**src/rtl/clk_mon_10mhz.sv**
```systemverilog
// Clock monitor for the divided 10 MHz motor-timing clock, sampled in the 50 MHz domain.
// Define CLKMON_PERIOD_CNT_EN to build the good-period counter behind periodCnt.
module clk_mon_10mhz #(
  parameter int unsigned HI_W     = 2,
  parameter int unsigned LO_W     = 3,
  parameter int unsigned TOL      = 0,
  parameter int unsigned LOCK_CNT = 4,
  parameter int unsigned TIMEOUT  = 8
) (
  input  logic        clk50mhz,
  input  logic        rst,
  input  logic        clkIn,
  input  logic        clrErr,
  output logic        rise,
  output logic        locked,
  output logic        errHi,
  output logic        errLo,
  output logic        errLoss,
  output logic        fault,
  output logic [15:0] periodCnt
);

  localparam int unsigned WC_W   = 4;
  localparam int unsigned CNT_W  = 4;
  localparam int unsigned HI_MIN = (HI_W > TOL) ? HI_W - TOL : 0;
  localparam int unsigned HI_MAX = HI_W + TOL;
  localparam int unsigned LO_MIN = (LO_W > TOL) ? LO_W - TOL : 0;
  localparam int unsigned LO_MAX = LO_W + TOL;
  localparam logic [WC_W-1:0] WC_MAX = '1;

  typedef enum logic [1:0] {
    ST_IDLE,
    ST_ACQ,
    ST_LOCKED,
    ST_FAULT
  } state_e;

  logic             s1_q, s2_q, s3_q;
  logic [WC_W-1:0]  wc_q, wc_d;
  logic             hi_ok_q, hi_ok_d;
  logic             hi_seen_q, hi_seen_d;
  state_e           state_q, state_d;
  logic [CNT_W-1:0] good_cnt_q, good_cnt_d;
  logic             rise_q, locked_q, fault_q;
  logic             err_hi_q, err_hi_d;
  logic             err_lo_q, err_lo_d;
  logic             err_loss_q, err_loss_d;

  logic edge_c, rise_c, fall_c;
  logic hi_good_c, lo_good_c, period_good_c, timeout_c;
  logic set_hi_c, set_lo_c, set_loss_c;

  assign edge_c        = s2_q ^ s3_q;
  assign rise_c        = s2_q & ~s3_q;
  assign fall_c        = ~s2_q & s3_q;
  assign hi_good_c     = (32'(wc_q) >= HI_MIN) && (32'(wc_q) <= HI_MAX);
  assign lo_good_c     = (32'(wc_q) >= LO_MIN) && (32'(wc_q) <= LO_MAX);
  assign period_good_c = rise_c & lo_good_c & hi_ok_q & hi_seen_q;
  assign timeout_c     = !edge_c && (32'(wc_q) == TIMEOUT);

  // Phase-width counter plus the high-width verdict carried to the next rise
  always_comb begin
    wc_d      = (wc_q == WC_MAX) ? wc_q : wc_q + WC_W'(1);
    hi_ok_d   = hi_ok_q;
    hi_seen_d = hi_seen_q;
    if (edge_c) wc_d = WC_W'(1);
    if (fall_c) begin
      hi_ok_d   = hi_good_c;
      hi_seen_d = 1'b1;
    end else if (rise_c) begin
      hi_seen_d = 1'b0;
    end
  end

  // Lock state machine: next state and error set strobes
  always_comb begin
    state_d    = state_q;
    good_cnt_d = good_cnt_q;
    set_hi_c   = 1'b0;
    set_lo_c   = 1'b0;
    set_loss_c = 1'b0;
    case (state_q)
      ST_IDLE: begin
        if (rise_c) begin
          state_d    = ST_ACQ;
          good_cnt_d = '0;
        end
      end
      ST_ACQ: begin
        if (timeout_c) begin
          state_d = ST_IDLE;
        end else if (fall_c && !hi_good_c) begin
          good_cnt_d = '0;
        end else if (rise_c) begin
          if (!period_good_c) begin
            good_cnt_d = '0;
          end else if (32'(good_cnt_q) + 32'd1 >= LOCK_CNT) begin
            state_d    = ST_LOCKED;
            good_cnt_d = '0;
          end else begin
            good_cnt_d = good_cnt_q + CNT_W'(1);
          end
        end
      end
      ST_LOCKED: begin
        if (timeout_c) begin
          set_loss_c = 1'b1;
          state_d    = ST_FAULT;
        end else if (fall_c && !hi_good_c) begin
          set_hi_c = 1'b1;
          state_d  = ST_FAULT;
        end else if (rise_c && !lo_good_c) begin
          set_lo_c = 1'b1;
          state_d  = ST_FAULT;
        end
      end
      ST_FAULT: begin
        if (rise_c) begin
          state_d    = ST_ACQ;
          good_cnt_d = '0;
        end
      end
      default: state_d = ST_IDLE;
    endcase
  end

  // A new error outranks a coincident clear
  assign err_hi_d   = (err_hi_q & ~clrErr) | set_hi_c;
  assign err_lo_d   = (err_lo_q & ~clrErr) | set_lo_c;
  assign err_loss_d = (err_loss_q & ~clrErr) | set_loss_c;

  always_ff @(posedge clk50mhz or posedge rst) begin
    if (rst) begin
      s1_q       <= 1'b0;
      s2_q       <= 1'b0;
      s3_q       <= 1'b0;
      wc_q       <= '0;
      hi_ok_q    <= 1'b0;
      hi_seen_q  <= 1'b0;
      state_q    <= ST_IDLE;
      good_cnt_q <= '0;
      rise_q     <= 1'b0;
      locked_q   <= 1'b0;
      err_hi_q   <= 1'b0;
      err_lo_q   <= 1'b0;
      err_loss_q <= 1'b0;
      fault_q    <= 1'b0;
    end else begin
      s1_q       <= clkIn;
      s2_q       <= s1_q;
      s3_q       <= s2_q;
      wc_q       <= wc_d;
      hi_ok_q    <= hi_ok_d;
      hi_seen_q  <= hi_seen_d;
      state_q    <= state_d;
      good_cnt_q <= good_cnt_d;
      rise_q     <= rise_c;
      locked_q   <= (state_d == ST_LOCKED);
      err_hi_q   <= err_hi_d;
      err_lo_q   <= err_lo_d;
      err_loss_q <= err_loss_d;
      fault_q    <= err_hi_d | err_lo_d | err_loss_d;
    end
  end

  assign rise    = rise_q;
  assign locked  = locked_q;
  assign errHi   = err_hi_q;
  assign errLo   = err_lo_q;
  assign errLoss = err_loss_q;
  assign fault   = fault_q;

`ifdef CLKMON_PERIOD_CNT_EN
  localparam int unsigned PC_W = 16;
  logic [PC_W-1:0] pc_q, pc_d;

  // Good periods seen while staying locked; restarts on every entry to FAULT
  always_comb begin
    pc_d = pc_q;
    if (state_d == ST_FAULT && state_q != ST_FAULT) begin
      pc_d = '0;
    end else if (state_q == ST_LOCKED && state_d == ST_LOCKED && period_good_c) begin
      pc_d = pc_q + PC_W'(1);
    end
  end

  always_ff @(posedge clk50mhz or posedge rst) begin
    if (rst) pc_q <= '0;
    else     pc_q <= pc_d;
  end

  assign periodCnt = pc_q;
`else
  assign periodCnt = 16'h0000;
`endif

endmodule

```
**config.mk**
```make
export PLATFORM = sky130hd
export DESIGN_NAME = clk_mon_10mhz
export DESIGN_NICKNAME = d
export VERILOG_FILES = /design/src/rtl/clk_mon_10mhz.sv
export SDC_FILE = /design/constraint.sdc
export NUM_CORES = 1
export LEC_CHECK = 0
export CAP_MARGIN = 10
export CORE_MARGIN = 10
export CORE_UTILIZATION = 45
export CTS_CLUSTER_DIAMETER = 100
export CTS_CLUSTER_SIZE = 8
export DETAILED_ROUTE_END_ITERATION = 8
export PLACE_DENSITY_LB_ADDON = 0.1
export SYNTH_ARGS = -nofsm -noshare
export SYNTH_HDL_FRONTEND = slang
export SYNTH_SLANG_ARGS = --single-unit
```
**constraint.sdc**
```tcl
create_clock -name clk50mhz -period 1.9 [get_ports clk50mhz]
set_input_delay 0.475 -clock clk50mhz [delete_from_list [all_inputs] [get_ports clk50mhz]]
set_output_delay 0.475 -clock clk50mhz [all_outputs]
set_load 0.01 [all_outputs]
```
==> impl_results.md <==
* Outcome: complete, but fails checks
* Violated checks: negative setup slack
* Reg clk slew, reported paths at around 0.12 ns
* Fillcell total at 240
* DR DRC count at 0
* Unique masters post-synth at 38
* Vias in the first global route at roughly 910
* Leading area contributor after synthesis: dfrtp_1
* Final setup margin at -0.0515 ns
* Synthesized area per cell at between 10 and 15 um2
* Async SR Flop Fraction at 100%
* Seq/Total Area, Yosys at 43.1%
* Hold Fails Final Rpt at 0
* Final #Nets at roughly 170
* DP HPWL at 1.91 mm
* Initial antenna violation count at 0
* P per Cell Area at 963 mW/mm2
* Pwr Total at approximately 1.4 mW
* Clk Latency, worst-skew pair at between 0.3 and 0.4 ns
* Die area at just over 0.005 mm2
* Yosys synthesis warning count at 0
* Initial DRC Count at 35
* Final setup vio count at 2
* Worst path max stage delay at approximately 0.43 ns
* Grt ovf at 0
* Die H at between 70 and 80 um
* Hold_buf cts at 0
* RSZ-0062 raised after global routing: true
* Total wire length at roughly 2.4 mm
* Synthesized instance count at between 100 and 150
* Startpoint types: flop
* Primary FF master, synth: dfrtp_1
* Critical Path Most Common Cell: or3b_4
* 1st-pass router iterations at 4
* Ports at 26
* Slowest cell on the critical path: or3b_4
* CTS tree: yes
* Die extent in x at 72.0 um
* Synthesis-stage register bit count at 21
* RD Place Congestion at ~0.72
* Tcrit/Tclk final at 103%
* Gr usage total at a little under a tenth
* Clk root buf: clkbuf_4
* Vias at around 900
* Inserted Diodes at 0
* Largest net degree at the start of global routing at 22
* CORE AREA at between 0.002 and 0.003 mm2
* Largest regs: good_cnt_q x4, wc_q x4, state_q x2
* Clock H-tree levels at 1
* Worst path required time at 2.14 ns
* Num rows at 18
* CTS Buf Count at 3
* Post-synth top cells: dfrtp_1, buf_4, inv_1, ha_1, a21oi_1
* CP Cell Sequence: inv_2, ha_1, or3b_4, a211oi_4, or3b_4, o31ai_2
* Layout area overhead at 21.4%
* Maximum vdd drop at around 710 uV
* I/O Buffers at 9
* Initial Util at about half
* Post-synth EDFFs at 0
* CTS Buffer Depth at 2
* Pre-CTS setup slack at -0.0694 ns
* WL/cell at 13.4 um
* FMAX at just over 500 MHz
* Setup TNS at -0.101 ns
* Final worst path period need at roughly 2.0 ns
* Crit end category: flop
* Worst Hold Class: reg -> reg
* Final slew viol count at 0
* Routed Antenna Nets at 0
* First-pass GRT wire length at 4.10 mm
* Max-Cap Viols at 0
* Crit Path Class: reg -> reg
* Share of cells above drive strength 1 at 22.0%
* Synth top area share at a little over two fifths
* Most frequent cell after synthesis: dfrtp_1
* Critical path peak fanout at 3
* Final Skew at ~0.011 ns
* Synth top area cells: dfrtp_1, ha_1, buf_4
* Arrival time at the worst endpoint at between 2 and 2.5 ns
* CTS Sinks at 21
* Lkg Pwr at between 0.7 and 0.8 nW
* Post-DR vias/cell at between 4 and 5
* Post-Syn Area at approximately 0.0012 mm2
## critical path: cells and delay by family, from the launching register on
kind                     cells  cell delay, ns
adder cells (fa/ha/maj)      1            0.13
buffers and inverters        1            0.06
AND/OR/NAND/NOR              2            0.83
flip-flops                   1            0.42
AO/OA/AOI/OAI                2            0.44
## placed cells by master (no fill, tap or decap), types with 2 or more instances in the layout
master | Yosys | layout
a31oi_1 | 2 | 2
or3b_4 | 2 | 3
nand4_1 | 2 | 2
clkbuf_4 | 0 | 3
and2_1 | 2 | 2
buf_4 | 16 | 19
clkdlybuf4s50_1 | 0 | 9
conb_1 | 1 | 16
nor2b_1 | 2 | 2
nor2_1 | 4 | 4
ha_1 | 10 | 10
a41o_1 | 2 | 2
nand2_1 | 4 | 4
o21ai_0 | 5 | 5
inv_1 | 12 | 11
nand3_1 | 5 | 5
and3_1 | 2 | 2
dfrtp_1 | 21 | 21
a21oi_1 | 6 | 6
## logic make-up (layout without fill, tap and decap cells)
kind of cell	after synthesis	in the layout	share of synthesized area [%]
DFF	21	21	43.1
and+or+nand+nor	31	31	15.2
buffers and inverters	28	44	13.6
xor gates and xnor gates	1	1	0.719
AOI/OAI and AO/OA	25	25	15.1
other	1	16	0.308
muxes	2	2	1.75
adders and majority gates	10	10	10.3
## report_power, final
group          internal [mW]  leakage, nW  switching [mW]
Sequential             0.522        0.271          0.0448
Clock                 0.0820       0.0150           0.138
Combinational          0.315        0.461           0.321
## metal layers
layer | global-route usage [%] | share of wire, % | vias up
li1 | - | - | 444
met3 | 4.35 | 6.4 | 4
met2 | 16.6 | 50 | 24
met5 | 0 | 0 | -
met1 | 10.3 | 43 | 422
met4 | 1.94 | 0.71 | 0
## per-stage QoR
step           std cells  hold slack [ns]  utilization, %  instance area [um2]
6_report             180            0.366            58.6                 1480
5_1_grt              180            0.373            58.6                 1480
4_1_cts              179            0.369            57.5                 1450
3_5_place_dp         174            0.342            55.9                 1410
3_3_place_gp         174            0.345            55.9                 1410
2_1_floorplan        134            0.331               -                 1270
## final timing paths
kind                          from       endpoint  slack [ns]  cells past startpoint
max in group asynchronous      rst      hi_seen_q        1.20                      3
min reg2reg                   s1_q           s2_q        0.37                      0
max reg2reg                wc_q[0]  good_cnt_q[1]       -0.05                      6
min                           s1_q           s2_q        0.37                      0
max                        wc_q[0]  good_cnt_q[1]       -0.05                      6
min in group asynchronous      rst  good_cnt_q[2]        0.48                      3
## layout make-up
class	count	area, um2	share of cell area (%)
clock buffers	4	26.3	1.78
inverters	12	45.0	3.05
multi-input cells	85	612	41.4
flip-flops and latches	21	526	35.5
well taps	30	37.5	2.54
repair buffers	28	233	15.7
## timing repair
action | CTS | global route
pin swaps | 0 | 0
setup buffers | 1 | 1
endpoints found under the setup margin | 2 | 4
resized for setup | 2 | 3
(Power assumes the default switching activity.)
